File: config.mk
export PLATFORM = sky130hd
export DESIGN_NAME = mac_stream
export DESIGN_NICKNAME = d
export VERILOG_FILES = /design/src/rtl/mac_pkg.sv /design/src/rtl/mac_lane_sum.sv /design/src/rtl/mac_stream.sv
export SDC_FILE = /design/constraint.sdc
export NUM_CORES = 1
export LEC_CHECK = 0
export ABC_AREA = 1
export CORE_MARGIN = 1.5
export CORE_UTILIZATION = 62
export DETAILED_ROUTE_END_ITERATION = 6
export PLACE_DENSITY = 0.9
export SLEW_MARGIN = 0
export SYNTH_ARGS = -nofsm -noshare
export SYNTH_HDL_FRONTEND = slang
export SYNTH_SLANG_ARGS = --single-unit
export TNS_END_PERCENT = 100
File: constraint.sdc
create_clock -name clk -period 8.2 [get_ports clk]
set_input_delay 1.23 -clock clk [delete_from_list [all_inputs] [get_ports clk]]
set_output_delay 1.23 -clock clk [all_outputs]
set_load 0.02 [all_outputs]
File: src/rtl/mac_pkg.sv
// Width arithmetic and saturation bounds shared by the streaming MAC blocks.
package mac_pkg;

  function automatic int clog2(input int value);
    int r;
    r = 0;
    while ((1 << r) < value) r++;
    return r;
  endfunction

  function automatic int prod_w(input int data_w, input int weight_w);
    return data_w + weight_w;
  endfunction

  function automatic int lsum_w(input int data_w, input int weight_w, input int lanes);
    return prod_w(data_w, weight_w) + clog2(lanes);
  endfunction

  // Sized so a full window of worst-case products cannot wrap.
  function automatic int acc_w(input int data_w, input int weight_w, input int lanes,
                               input int acc_len);
    return data_w + weight_w + clog2(lanes * acc_len);
  endfunction

  function automatic int cnt_w(input int acc_len);
    return (acc_len > 1) ? clog2(acc_len) : 1;
  endfunction

  function automatic longint sat_hi(input int out_w);
    return (longint'(1) <<< (out_w - 1)) - 1;
  endfunction

  function automatic longint sat_lo(input int out_w);
    return -(longint'(1) <<< (out_w - 1));
  endfunction

endpackage

File: src/rtl/mac_lane_sum.sv
// Combinational signed multiplier array and lossless lane adder for one beat.
module mac_lane_sum
  import mac_pkg::*;
#(
  parameter int LANES    = 3,
  parameter int DATA_W   = 8,
  parameter int WEIGHT_W = 8,
  localparam int PROD_W  = prod_w(DATA_W, WEIGHT_W),
  localparam int LSUM_W  = lsum_w(DATA_W, WEIGHT_W, LANES)
) (
  input  logic [LANES*DATA_W-1:0]   data,
  input  logic [LANES*WEIGHT_W-1:0] weight,
  output logic signed [LSUM_W-1:0]  lane_sum
);

  logic signed [LSUM_W-1:0] prod_ext [LANES];

  for (genvar gi = 0; gi < LANES; gi++) begin : g_lane
    logic signed [PROD_W-1:0] prod;
    assign prod = $signed(data[gi*DATA_W +: DATA_W]) * $signed(weight[gi*WEIGHT_W +: WEIGHT_W]);
    assign prod_ext[gi] = LSUM_W'(prod);
  end

  always_comb begin
    lane_sum = '0;
    for (int i = 0; i < LANES; i++) lane_sum = lane_sum + prod_ext[i];
  end

endmodule

File: src/rtl/mac_stream.sv
// Flow-controlled MAC: accumulates ACC_LEN beats, then rounds, shifts and
// saturates the window sum into a registered valid/ready output.
module mac_stream
  import mac_pkg::*;
#(
  parameter int LANES    = 3,
  parameter int DATA_W   = 8,
  parameter int WEIGHT_W = 8,
  parameter int ACC_LEN  = 3,
  parameter int SHIFT    = 0,
  parameter int OUT_W    = 20
) (
  input  logic                      clk,
  input  logic                      reset,
  input  logic                      clear,
  input  logic                      in_valid,
  output logic                      in_ready,
  input  logic [LANES*DATA_W-1:0]   in_data,
  input  logic [LANES*WEIGHT_W-1:0] in_weight,
  output logic                      out_valid,
  input  logic                      out_ready,
  output logic signed [OUT_W-1:0]   out_data,
  output logic                      out_sat
);

  localparam int LSUM_W = lsum_w(DATA_W, WEIGHT_W, LANES);
  localparam int ACC_W  = acc_w(DATA_W, WEIGHT_W, LANES, ACC_LEN);
  localparam int CNT_W  = cnt_w(ACC_LEN);
  localparam logic [CNT_W-1:0] LAST = CNT_W'(ACC_LEN - 1);

  logic [CNT_W-1:0]         cnt, eff_cnt;
  logic signed [ACC_W-1:0]  acc, eff_acc, total;
  logic signed [LSUM_W-1:0] lane_sum;
  logic signed [ACC_W:0]    total_ext, rounded;
  logic signed [OUT_W-1:0]  sat_data;
  logic                     sat_flag, accept, last_beat;

  mac_lane_sum #(
    .LANES(LANES), .DATA_W(DATA_W), .WEIGHT_W(WEIGHT_W)
  ) u_lane_sum (
    .data(in_data), .weight(in_weight), .lane_sum(lane_sum)
  );

  // Only the closing beat can stall: it needs the output register free.
  assign in_ready  = !((cnt == LAST) && out_valid && !out_ready);
  assign accept    = in_valid && in_ready;
  // A beat arriving with clear is beat 0 of a fresh window.
  assign eff_cnt   = clear ? '0 : cnt;
  assign eff_acc   = clear ? '0 : acc;
  assign last_beat = accept && (eff_cnt == LAST);
  assign total     = eff_acc + ACC_W'(lane_sum);
  assign total_ext = (ACC_W+1)'(total);

  if (SHIFT > 0) begin : g_round
    localparam logic signed [ACC_W:0] HALF = (ACC_W+1)'(1) << (SHIFT - 1);
    assign rounded = (total_ext + HALF) >>> SHIFT;
  end else begin : g_no_round
    assign rounded = total_ext;
  end

  if (OUT_W > ACC_W) begin : g_wide
    assign sat_data = OUT_W'(rounded);
    assign sat_flag = 1'b0;
  end else begin : g_clamp
    localparam logic signed [OUT_W-1:0] OUT_MAX = OUT_W'(sat_hi(OUT_W));
    localparam logic signed [OUT_W-1:0] OUT_MIN = OUT_W'(sat_lo(OUT_W));
    logic [ACC_W-OUT_W+1:0] hi;
    logic pos_ovf, neg_ovf;
    // Fits only when every bit above the output sign bit matches it.
    assign hi       = rounded[ACC_W:OUT_W-1];
    assign pos_ovf  = !rounded[ACC_W] && (|hi);
    assign neg_ovf  = rounded[ACC_W] && !(&hi);
    assign sat_data = pos_ovf ? OUT_MAX : (neg_ovf ? OUT_MIN : rounded[OUT_W-1:0]);
    assign sat_flag = pos_ovf || neg_ovf;
  end

  always_ff @(posedge clk) begin
    if (reset) begin
      cnt       <= '0;
      acc       <= '0;
      out_valid <= 1'b0;
      out_data  <= '0;
      out_sat   <= 1'b0;
    end else begin
      if (accept) begin
        if (last_beat) begin
          acc <= '0;
          cnt <= '0;
        end else begin
          acc <= total;
          cnt <= eff_cnt + CNT_W'(1);
        end
      end else if (clear) begin
        acc <= '0;
        cnt <= '0;
      end
      if (last_beat) begin
        out_valid <= 1'b1;
        out_data  <= sat_data;
        out_sat   <= sat_flag;
      end else if (out_ready) begin
        out_valid <= 1'b0;
      end
    end
  end

endmodule

==> results of run 1 <==
## worst max-delay path, cell delays in order
cell             delay, ps
clkdlybuf4s50_1        710
nand2_1                240
fa_1                   630
inv_1                   70
fa_1                   570
inv_1                  140
fa_1                   550
inv_1                   50
fa_1                   500
inv_1                   50
fa_1                   580
fa_1                   440
fa_1                   500
inv_1                   40
ha_1                   370
nand2_1                130
inv_1                  100
nand3_1                110
nor2_1                 140
inv_1                   70
nor3_1                 210
nor2_1                 100
nand3_1                100
nand3_1                 80
a21oi_1                140
## sequential cells by signal, summed over array words and instances (netlist names)
register / count
acc: 20
cnt: 2
out_data: 20
out_valid: 1
## logic make-up (layout without fill, tap and decap cells)
logic type / Yosys count / in the layout / synth area share (%)
adders and majority gates: 357 / 357 / 55.6
other: 1 / 1 / 0.0325
and+or+nand+nor: 431 / 431 / 15.0
xor gates and xnor gates: 5 / 5 / 0.379
DFF: 43 / 43 / 7.46
AOI/OAI and AO/OA: 80 / 80 / 3.87
buffers and inverters: 541 / 564 / 17.7
## placed cells by master (no fill, tap or decap), types with 2 or more instances in the layout
master / Yosys / layout
buf_4: 1 / 2
nand3b_1: 4 / 4
nand4_1: 2 / 2
nor3_1: 2 / 2
ha_1: 97 / 97
o211ai_1: 4 / 4
clkdlybuf4s50_1: 0 / 74
inv_2: 2 / 2
nand3_1: 29 / 29
clkinv_1: 2 / 2
fa_1: 260 / 260
xor2_1: 4 / 4
o21bai_1: 2 / 2
nor2_1: 59 / 59
o21ai_0: 16 / 16
dfxtp_1: 43 / 43
a21oi_1: 45 / 45
a21o_1: 5 / 5
o21ai_1: 2 / 2
inv_1: 476 / 476
nand2_2: 2 / 2
or2_2: 10 / 10
o21a_1: 4 / 4
nand2_1: 318 / 318
clkbuf_16: 0 / 5
## area by class of cell
class                      count  area, sq um  area share, %
multi-input combinational    874         8640           69.2
inverter                     480         1800           14.4
sequential                    43          861           6.89
timing repair buffer          76          756           6.05
tap                          229          287           2.29
clock buffer                   6          129           1.03
clock inverter                 2         12.5          0.100
## how the worst max path moves through the flow
| stage | startpoint | endpoint | slack (ps) | cells after the start |
|---|---|---|---|---|
| final | in_weight[3] | acc[19] | 520 | 25 |
| after global routing | in_weight[3] | out_data[19] | 170 | 27 |
| after CTS | in_weight[3] | out_data[19] | 610 | 28 |
| after detailed placement | in_weight[3] | acc[19] | 310 | 25 |
| after global placement | in_weight[3] | acc[19] | 350 | 25 |
| after floorplan | in_weight[3] | out_data[19] | 1510 | 28 |
## metrics by stage
stage / hold slack, ps / instances / instance area [sq um] / utilization (%)
floorplan: 463 / 1458 / 11500 / -
global placement: 455 / 1702 / 12300 / 68.3
detailed placement: 459 / 1702 / 12300 / 68.3
CTS: 469 / 1710 / 12500 / 69.0
global route: 489 / 1710 / 12500 / 69.0
finish: 470 / 1710 / 12500 / 69.0
## layer usage
metal | track usage [%] | up-vias
met3 | 2.82 | 78
met5 | 0 | -
met1 | 36.1 | 4291
met4 | 9.35 | 2
li1 | - | 4113
met2 | 51.9 | 321
==> summary.txt, run 1 <==
Routing
  • Routed metal-1 wirelength: 10.2 mm
  • Post-route DRC: 7
  • WL/cell: 15.2 um
  • Routed wl met2: 13.5 mm
  • Via count: 8805
  • Number of routed nets with antenna violations: 0
  • DRT Pass-1 Iters: 7
  • Initial drt markers: 638
  • Routed vias/inst: 5.15
  • Final WL: 26.0 mm
  • Wire length on met3: 1.47 mm
  • Top Layer Used: met5

Synthesis
  • Flops & latches, synth: 43
  • Most frequent cell after synthesis: inv_1
  • Avg Cell Area, Syn: 7.92 sq um
  • Async SR Flop Fraction: 0%
  • Seq/Total Area, Yosys: 7.46%
  • Cells after synthesis: 1458
  • Largest cells by area after synthesis: fa_1 45%, inv_1 15%, ha_1 11%
  • Top_reg_cell synth: dfxtp_1
  • Area share of the largest cell type after synthesis: 45.1%
  • EDFF count, synth: 0
  • Leading area contributor after synthesis: fa_1
  • Yosys warns: 0
  • Syn_nets: 1868
  • Number of distinct library cells after synthesis: 34
  • Synth top cells by count: 476 x inv_1, 318 x nand2_1, 260 x fa_1
  • Post-synthesis cell area: 0.0115 sq mm

Worst setup path
  • Worst-path fanout max: 8
  • RR Startpoint: acc[8]
  • CP Data Arrival Time: 7870 ps
  • Reg-to-reg slack, setup: 3090 ps
  • CP startpoint kind: primary input
  • CP endpoint kind: flip-flop
  • CP required: 8390 ps
  • WS Path Type: in -> reg
  • Critical R2R Capture: acc[19]
  • Worst R2R Path Depth: 23

Cells and area
  • Ant diodes: 0
  • P&R area growth vs syn: 8.17%
  • Final layout net count: 1890
  • Share of layout cells above drive strength 1: 1.82%
  • # fillers: 1349

Floorplanning
  • Die width: 139 um
  • IO Count: 76
  • Vert. Die Dim: 139 um
  • Initial Util: 63.8%
  • Die ar.: 0.0194 sq mm
  • Core area: 0.0181 sq mm
  • Cell row count: 49

Timing
  • Final Max Slew Viols: 0
  • Final hold vios: 0
  • Fin worst setup slack: 517 ps
  • Tcrit/Tclk final: 93.7%
  • Number of setup violations in the final report: 0
  • RSZ-0062 raised after global routing: false
  • Slew @ Worst Pin: 1170 ps
  • Tmin final: 7680 ps
  • Worst slew margin: 21.9%
  • Setup Skew: 10.3 ps
  • Top achievable clock speed: 130 MHz
  • Final setup TNS: 0 ps

CTS
  • Clock slew at the register clock pins of the worst setup and hold paths: 70 ps
  • CTS Hold Buffers Added: 0
  • CTS max path bufs: 2
  • CTS Buf Count: 5
  • Root Buffer: clkbuf_16
  • CTS Sinks: 43
  • H-Tree Depth: 2
  • CTS resizes: 0
  • Clk_lat worst skew: 290 ps
  • CTS tree: yes
  • Post-CTS setup buffers: 0

Global route
  • Number of global-route vias before repair: 9505
  • First-pass GRT wire length: 44.7 mm
  • Initial antenna violation count: 1
  • Tot GR Track Use: 28.6%
  • Grt ovf: 0
  • Largest net degree at the start of global routing: 31

Place
  • Final Wtd Congestion: 0.963
  • Post-place setup slack: 311 ps
  • PortBufs: 74
  • HPWL after DPL: 23.4 mm

Hold path
  • Worst hold path type: reg -> reg
  • Hold Path Depth: 2
  • Min-delay src: out_data[2]
  • Worst hold endpoint: out_data[2]

Status
  • Violated checks: DRC
  • Status: finished with violations

Job
  • Max-Cap Viols: 0
Power of run 1 is not shown: default switching activity piles up to over one toggle a cycle in this logic, so the estimate is an artifact.
==> inputs of run 2 (changes only) <==
--- a/config.mk
+++ b/config.mk
@@ -10,8 +10,9 @@
 export CORE_UTILIZATION = 62
 export DETAILED_ROUTE_END_ITERATION = 6
 export PLACE_DENSITY = 0.9
+export SETUP_SLACK_MARGIN = 0.02
 export SLEW_MARGIN = 0
 export SYNTH_ARGS = -nofsm -noshare
 export SYNTH_HDL_FRONTEND = slang
 export SYNTH_SLANG_ARGS = --single-unit
-export TNS_END_PERCENT = 100
+export TNS_END_PERCENT = 50
==> results of run 2 <==
Same layout as run 1: the final DEF is identical, and so are final timing and power.
Power of run 2 is left out for the same reason.
==> inputs of run 3 (changes only) <==
--- a/config.mk
+++ b/config.mk
@@ -10,7 +10,6 @@
 export CORE_UTILIZATION = 62
 export DETAILED_ROUTE_END_ITERATION = 6
 export PLACE_DENSITY = 0.9
-export SETUP_SLACK_MARGIN = 0.02
 export SLEW_MARGIN = 0
 export SYNTH_ARGS = -nofsm -noshare
 export SYNTH_HDL_FRONTEND = slang
==> results of run 3 <==
Same layout as run 1: the final DEF is identical, and so are final timing and power.
Power of run 3 is left out for the same reason.
